==> src/rtl/cnt_share_acc_array16.sv <==
// Unary-to-binary decoder array: counts ones per lane over a shared window of
// 2^CWID enabled samples and publishes all lane counts with a one-cycle valid.
module cnt_share_acc_array16 #(
  parameter int CWID = 10,
  parameter int BDIM = 1,
  parameter int TDIM = (BDIM < 1) ? 1 : BDIM,
  parameter int SDIM = 16
) (
  input  logic                              clk,
  input  logic                              rst,
  input  logic                              enable,
  input  logic                              clear,
  input  logic [TDIM*SDIM-1:0]              bitIn,
  output logic [TDIM*SDIM-1:0][CWID:0]      cntOut,
  output logic                              valid,
  output logic [CWID-1:0]                   phase
);

  localparam int N = TDIM * SDIM;

  logic [N-1:0]         bit_p1;
  logic [TDIM-1:0]      en_p1;
  logic [N-1:0][CWID:0] acc_p2;
  logic                 last_p2;

  function automatic logic [CWID:0] add_bit(input logic [CWID:0] a, input logic b);
    return a + {{CWID{1'b0}}, b};
  endfunction

  // Stage 1: input capture, one enable copy per buffer group
  always_ff @(posedge clk or posedge rst) begin
    if (rst) begin
      bit_p1 <= '0;
      en_p1  <= '0;
    end else if (clear) begin
      bit_p1 <= '0;
      en_p1  <= '0;
    end else begin
      bit_p1 <= bitIn;
      en_p1  <= {TDIM{enable}};
    end
  end

  assign last_p2 = &phase;

  // Stage 2: shared window phase and close pulse
  always_ff @(posedge clk or posedge rst) begin
    if (rst) begin
      phase <= '0;
      valid <= 1'b0;
    end else if (clear) begin
      phase <= '0;
      valid <= 1'b0;
    end else begin
      valid <= en_p1[0] & last_p2;
      if (en_p1[0])
        phase <= phase + CWID'(1);
    end
  end

  // Stage 2: per-lane accumulate; the closing sample folds straight into cntOut
  always_ff @(posedge clk or posedge rst) begin
    if (rst) begin
      acc_p2 <= '0;
      cntOut <= '0;
    end else if (clear) begin
      acc_p2 <= '0;
    end else begin
      for (int g = 0; g < TDIM; g++) begin
        for (int l = 0; l < SDIM; l++) begin
          if (en_p1[g]) begin
            if (last_p2) begin
              cntOut[g*SDIM+l] <= add_bit(acc_p2[g*SDIM+l], bit_p1[g*SDIM+l]);
              acc_p2[g*SDIM+l] <= '0;
            end else begin
              acc_p2[g*SDIM+l] <= add_bit(acc_p2[g*SDIM+l], bit_p1[g*SDIM+l]);
            end
          end
        end
      end
    end
  end

endmodule

==> config.mk <==
export PLATFORM = sky130hd
export DESIGN_NAME = cnt_share_acc_array16
export DESIGN_NICKNAME = d
export VERILOG_FILES = /design/src/rtl/cnt_share_acc_array16.sv
export SDC_FILE = /design/constraint.sdc
export NUM_CORES = 1
export LEC_CHECK = 0
export ABC_AREA = 1
export BUFFER_PORTS_ARGS = -buffer_cell sky130_fd_sc_hd__buf_4
export CORE_MARGIN = 5
export CORE_UTILIZATION = 30
export DETAILED_ROUTE_END_ITERATION = 10
export GPL_ROUTABILITY_DRIVEN = 0
export MAX_ROUTING_LAYER = met4
export SLEW_MARGIN = 30
export SYNTH_ARGS = -nofsm -noshare
export SYNTH_HDL_FRONTEND = slang
export SYNTH_SLANG_ARGS = --single-unit
==> constraint.sdc <==
create_clock -name clk -period 13.7 [get_ports clk]
set_input_delay 0.685 -clock clk [delete_from_list [all_inputs] [get_ports clk]]
set_output_delay 0.685 -clock clk [all_outputs]
set_load 0.05 [all_outputs]
Word-level counts from Yosys, hierarchy flattened
Cells that the tools add are included.
{ "totals": {"mem_bits_rw": 0, "in_bits": 20, "mem_count": 0, "latchBits": 0, "out_inout_bits": 187, "register_bits": 380, "romBits": 0} }
{ "classes": {"eq_ne": 0, "shift": 0, "div": 0, "n_reduce_logical": 3, "mul": 0, "n_lt_le_gt_ge": 0, "bitwise": 2, "muxes": 38, "addsub": 17} }
{ "ops": {"columns": ["operator", "count"], "rows": [
  ["11-bit 2-to-1 mux", 32],
  ["11-bit by 1-bit adder with 11-bit output", 16],
  ["176-bit 2-to-1 mux", 1],
  ["10-bit 2-to-1 mux", 2],
  ["16-bit 2-to-1 mux", 1],
  ["12-bit AND reduction", 1],
  ["10-bit by 1-bit adder with 10-bit output (second input constant)", 1],
  ["10-bit AND reduction", 1],
  ["1-bit 2-to-1 mux", 2],
  ["2-bit nonzero test", 1],
  ["1-bit AND", 1],
  ["1-bit NOT", 1]
]} }

Logic depth before layout (Yosys ltp)
Gate-level depths: netlist of run 1.
{ "logic_depth": {"depth_word": 4, "mapped_depth": 10, "ltp_nobuf": 9} }

Least setup slack after synthesis of run 1
Ideal clock, no wire load.
{ "synth_path": {"path_type": "register to register", "from": "reg phase[1]", "to": "reg acc_p2[161] (netlist name)", "arrival_time_ps": 1769, "stages_incl_launch_ff": 11, "synth_period_minus_slack_ps": 1885, "setup_slack_ps": 11815, "setup_ps": 116, "cell_sequence": "dfrtp_1 ha_1 nand2_1 nor2_2 nand2_1 nand2_2 inv_2 buf_6 buf_6 nand2_1 nand2_1"} }
{ "synth_between": {"elab_chain_len": 4} }
{ "synth_lines": {"columns": ["item", "line_no", "text"], "rows": [
  ["start, declared", "16", "output logic [CWID-1:0] phase"],
  ["start signal, assigned", "57", "phase <= phase + CWID'(1);"],
  ["10-bit AND reduction", "44", "assign last_p2 = &phase;"],
  ["11-bit 2-to-1 mux", "72", "if (last_p2) begin"],
  ["11-bit 2-to-1 mux", "71", "if (en_p1[g]) begin"],
  ["176-bit 2-to-1 mux", "66", "end else if (clear) begin"],
  ["end signal, assigned by index", "76", "acc_p2[g*SDIM+l] <= add_bit(acc_p2[g*SDIM+l], bit_p1[g*SDIM+l]);"],
  ["end, declared", "23", "logic [N-1:0][CWID:0] acc_p2;"]
]} }
Every way passes these cells. The select of a mux whose other input is x is not followed.
A chain may end at the register's enable or synchronous reset.

Final worst setup path of run 1
{ "layout_path": {"from": "reg phase[0]", "to": "reg acc_p2[96] (netlist name)"} }
Same word-level chain as after synthesis.

==> metrics.md, run 1 <==
| Metric | Value |
|---|---|
| Switching Share | 22.2% |
| RSZ-0062 raised after global routing | false |
| Routed Wire Length | 46,300 µm |
| Hold buffers post-CTS | 0 |
| Pint | 1870 µW |
| Crit path from | phase[0]$_DFFE_PP0P_ |
| Minimum clock period | 3.00 ns |
| Antenna violations before repair | 1 |
| Clock Latency Late Sink | 0.55 ns |
| EDFF count, synth | 0 |
| I/O Buffers | 206 |
| YS warnings | 0 |
| HP Class | in -> async |
| Nets@finish | 2,530 |
| Setup CP Type | reg -> reg |
| Sequential area share after synthesis | 52.6% |
| Setup tns final | 0 ns |
| Final hold slack | 0.239 ns |
| Seq pwr share | 47.1% |
| Fmax | 0.334 GHz |
| Clock skew | 0.0115 ns |
| Num ports | 207 |
| Area fraction of the dominant cell type after synthesis | 52.6% |
| P_sw | 532 µW |
| Layout area overhead | 20.9% |
| Synth area leader | dfrtp_1 |
| Clk sinks | 380 |
| DR iter-0 viols | 879 |
| Post-CTS Resized | 0 |
| Post-synth net total | 2,345 |
| Row Count | 90 |
| Vias in the first global route | 14,284 |
| Max clock buf depth | 3 |
| Postcts setup bufs | 0 |
| P per Cell Area | 110 nW/µm² |
| DRT Pass-1 Iters | 5 |
| Drt wl/cell | 14.1 µm |
| Most common cell in the netlist | nand2_1 |
| Clock Root Buffer | clkbuf_16 |
| Max-capacitance violation count | 0 |
| Hpwl dp | 30,400 µm |
| N_diodes | 0 |
| Post-synth cell types | 29 |
| Critical path data required time | 14.18 ns |
| Worst VDD drop | 0.0791 mV |
| Pins Over Slew Limit | 0 |
| Fin crit share | 21.9% |
| Mapped Cells | 2,286 |
| Number of antenna-violating nets in the routed design | 0 |
| Inserted Clock Buffers | 44 |
| CP startpoint kind | flip-flop |
| Status | completed |
| Most instantiated cells after synthesis | 1,080 x nand2_1, 380 x dfrtp_1, 183 x inv_1 |
| Grt total ovfl | 0 |
| Layout cells sized above 1 | 11.9% |
| Die area | 65,200 µm² |
| Syn_area_per_cell | 7.91 µm² |
| H-tree depth | 2 |
| Power share of the combinational group | 2.8% |
| Top_reg_cell synth | dfrtp_1 |
| CP Max Fanout | 81 |
| Final setup violation count | 0 |
| Largest net degree at the start of global routing | 149 |
| Relative slew slack | 35.9% |
| # fillers | 6,234 |
| Worst flop-to-flop path startpoint | phase[0]$_DFFE_PP0P_ |
| GRT Total Usage | 14.5% |
| DR vias | 14,628 |
| TritonCTS clock tree | yes |
| Initial Util | 30.1% |
| Post-Syn Area | 18,100 µm² |
| First-pass GRT wire length | 76,700 µm |
| CP Capture Type | flip-flop |
| Leak | 0.0113 µW |
| Worst slew pin tran | 0.962 ns |
| Drt drc | 0 |
| FF+latch count, synth | 380 |
| Via/cell ratio | 4.46 |
| Async set or reset register ratio after synthesis | 100% |
| Core Box Area | 60,000 µm² |
| CP arrival | 3.48 ns |
| Clk pwr share | 50.1% |
| Pwr Total | 2400 µW |
| Final Hold Fails | 0 |
| Clk slew on worst S/H paths | 0.06 ns |
| Top cells by area, synth | dfrtp_1 53%, nand2_1 22%, inv_1 3.8%, ha_1 2.7%, o21ai_0 2.2% |
| Die Wd | 255 µm |
| Die Y | 255 µm |
## critical path: stages, from the launching register on
cell     delay (ns)
dfrtp_1        0.43
ha_1           0.24
nand2_1        0.10
nor2_2         0.06
nand2_1        0.17
nand2_8        0.36
inv_4          0.58
buf_4          0.66
nand2_1        0.13
nand2_1        0.08
## state kept, by name (all words and copies together), names as in the netlist
signal,flops
acc_p2,176
bit_p1,16
phase,10
cntOut,176
en_p1,1
valid,1
## cells by family (layout without fill, tap and decap cells)
group | Yosys count | after routing | share of synthesized area, %
DFF | 380 | 380 | 52.6
xor gates and xnor gates | 57 | 57 | 2.76
buffers and inverters | 264 | 477 | 6.00
adders and majority gates | 39 | 39 | 2.70
AOI/OAI and AO/OA | 186 | 186 | 5.38
and+or+nand+nor | 1360 | 1360 | 30.5
## final timing paths
check	end	slack [ns]	depth (start not counted)
max in group asynchronous	cntOut[23]$_DFFE_PP0P_	11.43	4
min reg2reg	cntOut[160]$_DFFE_PP0P_	0.48	2
min in group clk	en_p1$_DFF_PP0_	0.34	3
max reg2reg	acc_p2[96]$_DFFE_PP0P_	10.70	9
min	cntOut[148]$_DFFE_PP0P_	0.24	2
max	acc_p2[96]$_DFFE_PP0P_	10.70	9
## power by group through the flow
stage | clock network, µW | logic [µW] | registers [µW]
final | 1200 | 66.5 | 1130
after global routing | 1280 | 77.9 | 1130
after CTS | 1240 | 69.4 | 1130
after detailed placement | 0 | 69.4 | 1150
after global placement | 0 | 69.4 | 1150
after floorplan | 0 | 42.4 | 1150
## stage by stage
stage,setup slack [ns],utilization [%],std cells,instance area (µm²)
4_1_cts,10.44,36.4,3281,21800
5_1_grt,10.40,36.4,3281,21800
2_1_floorplan,2.46,-,2286,18100
3_5_place_dp,10.03,33.9,3207,20400
3_3_place_gp,10.12,33.9,3206,20300
6_report,10.70,36.4,3281,21800
## layout make-up
| cell class | instances | area (µm²) | share of cell area [%] |
|---|---|---|---|
| Clock inverter | 19 | 239 | 1.09 |
| Multi-Input combinational cell | 1642 | 7510 | 34.4 |
| Inverter | 186 | 711 | 3.25 |
| Timing Repair Buffer | 217 | 1670 | 7.62 |
| Clock buffer | 55 | 1230 | 5.65 |
| Sequential cell | 380 | 9510 | 43.5 |
| Tap cell | 782 | 978 | 4.48 |
## per-layer routing
metal	vias up	GRT usage [%]	routed length [µm]
li1	7544	-	-
met1	6807	19.2	22100
met2	219	23.3	21400
met3	58	2.62	1870
met4	0	3.34	879
met5	-	-	0
## placed cells by master, fill, tap and decap left out, drive strengths merged
cell      netlist  layout
o21ai         152     152
clkbuf         31      55
xnor2          24      24
a22o            1       1
nand3          77      77
clkinv          0      10
inv           186     187
o22ai          24      24
nor3            5       5
a21oi           6       6
o21bai          1       1
nor2          102     102
o21a            1       1
nand4          49      49
bufinv          0       5
clkinvlp        0       3
dfrtp         380     380
xor2           33      33
ha             39      39
buf            47     217
nand2        1081    1081
a211oi          1       1
nand3b         46      46
(Power assumes the default switching activity.)
==> run 2, diff against run 1 <==
--- a/config.mk
+++ b/config.mk
@@ -5,7 +5,7 @@
 export SDC_FILE = /design/constraint.sdc
 export NUM_CORES = 1
 export LEC_CHECK = 0
-export ABC_AREA = 1
+export ABC_AREA = 0
 export BUFFER_PORTS_ARGS = -buffer_cell sky130_fd_sc_hd__buf_4
 export CORE_MARGIN = 5
 export CORE_UTILIZATION = 30
==> constraint.sdc (replaced) <==
create_clock -name clk -period 2.4 [get_ports clk]
set_input_delay 0.12 -clock clk [delete_from_list [all_inputs] [get_ports clk]]
set_output_delay 0.12 -clock clk [all_outputs]
set_load 0.05 [all_outputs]
==> run 2 against run 1 <==
Register-to-register slack got worse by 10 ns. Core utilization increased by 0.75 points. Combinational power increased to 8.2 times the previous value. Sequential power rose to 5.8 times the previous value. Count of clock-buffer cells in the layout grew 5. Via count down 7.9%. Synthesized area is 2.1% lower. Critical path depth decreased by 3. Critical path type unchanged. Largest power group unchanged.
==> metrics.md, run 2 <==
| Metric | Value |
|---|---|
| Fin crit share | 89.5% (was 21.9%) |
| Max-capacitance violation count | 0 (unchanged) |
| Vias in the first global route | 13,370 (was 14,284) |
| H-tree depth | 2 (unchanged) |
| Layout cells sized above 1 | 18.8% (was 11.9%) |
| DR iter-0 viols | 977 (was 879) |
| Post-route setup slack | 0.253 ns (was 10.70 ns) |
| CP Cell Sequence | and4_1 -> and4b_4 -> buf_12 -> buf_4 -> nor2_1 -> a21oi_1 (was ha_1 -> nand2_1 -> nor2_2 -> nand2_1 -> nand2_8 -> inv_4 -> buf_4 -> nand2_1 -> nand2_1) |
| Initial Util | 30.1% (about the same) |
| CP Capture Type | flip-flop (unchanged) |
| CP arrival | 2.63 ns (was 3.48 ns) |
| Most instantiated cells after synthesis | 380 x dfrtp_1, 207 x a21oi_1, 174 x nor2_1 (was 1,080 x nand2_1, 380 x dfrtp_1, 183 x inv_1) |
| Die area | 63,900 µm² (was 65,200 µm²) |
| GRT Total Usage | 13.9% (was 14.5%) |
| Syn_area_per_cell | 10.2 µm² (was 7.91 µm²) |
| Layout area overhead | 23.2% (was 20.9%) |
| Relative slew slack | 60.9% (was 35.9%) |
| Leak | 0.0101 µW (was 0.0113 µW) |
| Delay-heaviest family, CP | simple AND/OR/NAND/NOR gates (was buffers and inverters) |
| Clock Latency Late Sink | 0.57 ns (was 0.55 ns) |
| Inserted Clock Buffers | 45 (was 44) |
| Core Box Area | 58,700 µm² (was 60,000 µm²) |
| Status | completed (unchanged) |
| Critical path data required time | 2.88 ns (was 14.18 ns) |
| Top cells by area, synth | dfrtp_1 54%, a21oi_1 5.9%, xnor2_1 4.0%, xor2_1 4.0%, nor2_1 3.7% (was dfrtp_1 53%, nand2_1 22%, inv_1 3.8%, ha_1 2.7%, o21ai_0 2.2%) |
| Regs by FF count | acc_p2 (176), cntOut (176), bit_p1 (16) (unchanged) |
| Max clock buf depth | 3 (unchanged) |
| DR vias | 13,468 (was 14,628) |
| Largest net degree at the start of global routing | 96 (was 149) |
| YS warnings | 0 (unchanged) |
| Async set or reset register ratio after synthesis | 100% (unchanged) |
| RSZ-0062 raised after global routing | false (unchanged) |
| Final Hold Fails | 0 (unchanged) |
| First-pass GRT wire length | 71,900 µm (was 76,700 µm) |
| Clock Root Buffer | clkbuf_16 (unchanged) |
| Pins Over Slew Limit | 0 (unchanged) |
| Drt wl/cell | 16.2 µm (was 14.1 µm) |
| Most frequent cells in the layout | 380 x dfrtp_1, 236 x buf_4, 207 x a21oi_1 (was 1,080 x nand2_1, 380 x dfrtp_1, 214 x buf_4) |
| DP Area | 20,100 µm² (was 20,400 µm²) |
| Commonest non-fill, non-tap cell in the layout | dfrtp_1 (was nand2_1) |
| Post-synth cell types | 44 (was 29) |
| Nets@finish | 1,986 (was 2,530) |
| Worst slew pin tran | 0.579 ns (was 0.962 ns) |
| CP Max Fanout | 69 (was 81) |
| Sequential area share after synthesis | 53.7% (was 52.6%) |
| TritonCTS clock tree | yes (unchanged) |
| Area fraction of the dominant cell type after synthesis | 53.7% (was 52.6%) |
| Postcts setup bufs | 0 (unchanged) |
| Clock skew | 0.0100 ns (was 0.0115 ns) |
| CP max-delay cell | dfrtp_1 (was buf_4) |
| I/O Buffers | 206 (unchanged) |
| DRT Pass-1 Iters | 5 (unchanged) |
| Row Count | 89 (was 90) |
| Final setup violation count | 0 (unchanged) |
| HP Class | in -> async (unchanged) |
| Minimum clock period | 2.15 ns (was 3.00 ns) |
| Design area | 21,800 µm² (about the same) |
| Drt drc | 0 (unchanged) |
| Most common cell in the netlist | dfrtp_1 (was nand2_1) |
| P per Cell Area | 630 nW/µm² (was 110 nW/µm²) |
| Setup tns final | 0 ns (unchanged) |
| R2R setup slack | 0.25 ns (was 10.70 ns) |
| EDFF count, synth | 0 (unchanged) |
| FF+latch count, synth | 380 (unchanged) |
| Delay of the slowest critical-path stage | 0.45 ns (was 0.66 ns) |
| Post-synth net total | 1,789 (was 2,345) |
| Clk sinks | 380 (unchanged) |
| Mapped Cells | 1,730 (was 2,286) |
| Clk slew on worst S/H paths | 0.06 ns (about the same) |
| Hpwl dp | 29,400 µm (was 30,400 µm) |
| Worst VDD drop | 0.447 mV (was 0.0791 mV) |
| Post-Syn Area | 17,700 µm² (was 18,100 µm²) |
| Critical path buffers and inverters | 2 (unchanged) |
| Num ports | 207 (unchanged) |
| Pre-CTS WS | 0.288 ns (was 10.03 ns) |
| Die Y | 253 µm (was 255 µm) |
| Die Wd | 253 µm (was 255 µm) |
| Grt total ovfl | 0 (unchanged) |
| Setup CP Type | reg -> reg (unchanged) |
| CP startpoint kind | flip-flop (unchanged) |
| Fmax | 0.466 GHz (was 0.334 GHz) |
| Synth area leader | dfrtp_1 (unchanged) |
| Top_reg_cell synth | dfrtp_1 (unchanged) |
| Number of antenna-violating nets in the routed design | 0 (unchanged) |
| Pwr Total | 13,700 µW (was 2400 µW) |
| Via/cell ratio | 4.93 (was 4.46) |
| Routed Wire Length | 44,100 µm (was 46,300 µm) |
| N_diodes | 0 (unchanged) |
| Antenna violations before repair | 0 (was 1) |
[run 2: kinds of logic after synthesis]
| logic type | count (synthesis) | synth area share, % |
|---|---|---|
| xor gates and xnor gates | 161 | 7.97 |
| AOI/OAI and AO/OA | 431 | 14.4 |
| buffers and inverters | 143 | 3.77 |
| and+or+nand+nor | 533 | 14.6 |
| adders and majority gates | 39 | 2.76 |
| DFF | 380 | 53.7 |
| muxes | 43 | 2.73 |
[run 2: worst paths after layout]
check,startpoint,endpoint,cells past startpoint
worst max register to register,phase[2]$_DFFE_PP0P_,cntOut[85]$_DFFE_PP0P_,6
min in group clk,clear,phase[0]$_DFFE_PP0P_,3
worst min-delay path,rst,cntOut[92]$_DFFE_PP0P_,3
max in group asynchronous,rst,acc_p2[102]$_DFFE_PP0P_,5
worst min register to register,acc_p2[54]$_DFFE_PP0P_,acc_p2[54]$_DFFE_PP0P_,1
worst max-delay path,phase[2]$_DFFE_PP0P_,cntOut[85]$_DFFE_PP0P_,6
[run 2: final cells by class]
class | instances | area [µm²]
fill | 5735 | 36900
sequential | 380 | 9510
multi-input combinational | 1207 | 7530
timing repair buffer | 271 | 2260
clock buffer | 60 | 1260
tap | 773 | 967
clock inverter | 20 | 181
inverter | 22 | 86.3
[run 2: worst reg2reg max path: cells and delay by family (launching register included)]
| kind | cells | cell delay (ns) |
|---|---|---|
| flops | 1 | 0.45 |
| simple gates | 3 | 0.85 |
| compound gates | 1 | 0.13 |
| buf+inv | 2 | 0.64 |
[run 2: routing by layer]
layer  global-route usage, %  up-vias  part of all wire, %
met5                       -        -                    0
met4                    3.56        0                  2.3
met3                    3.16       74                  5.5
met2                    21.4      288                   46
met1                    18.8     6596                   46
li1                        -     6510                    -
[run 2: metrics by stage]
step | hold WS [ns] | instances | utilization (%)
floorplan | 0.258 | 1730 | -
global placement | 0.145 | 2632 | 34.3
detailed placement | 0.140 | 2632 | 34.3
CTS | 0.0814 | 2733 | 37.1
global route | 0.109 | 2733 | 37.1
finish | 0.108 | 2733 | 37.1
[run 2: repair_timing]
| item | in CTS | in global routing |
|---|---|---|
| hold endpoints to repair | 115 | 0 |
| hold buffers | 21 | 0 |
| gates resized for setup | 0 | 0 |
[run 2: power breakdown]
part | total [µW] | internal (µW) | switching [µW]
logic | 543 | 173 | 370
clock network | 6690 | 3920 | 2770
registers | 6500 | 6450 | 48.3
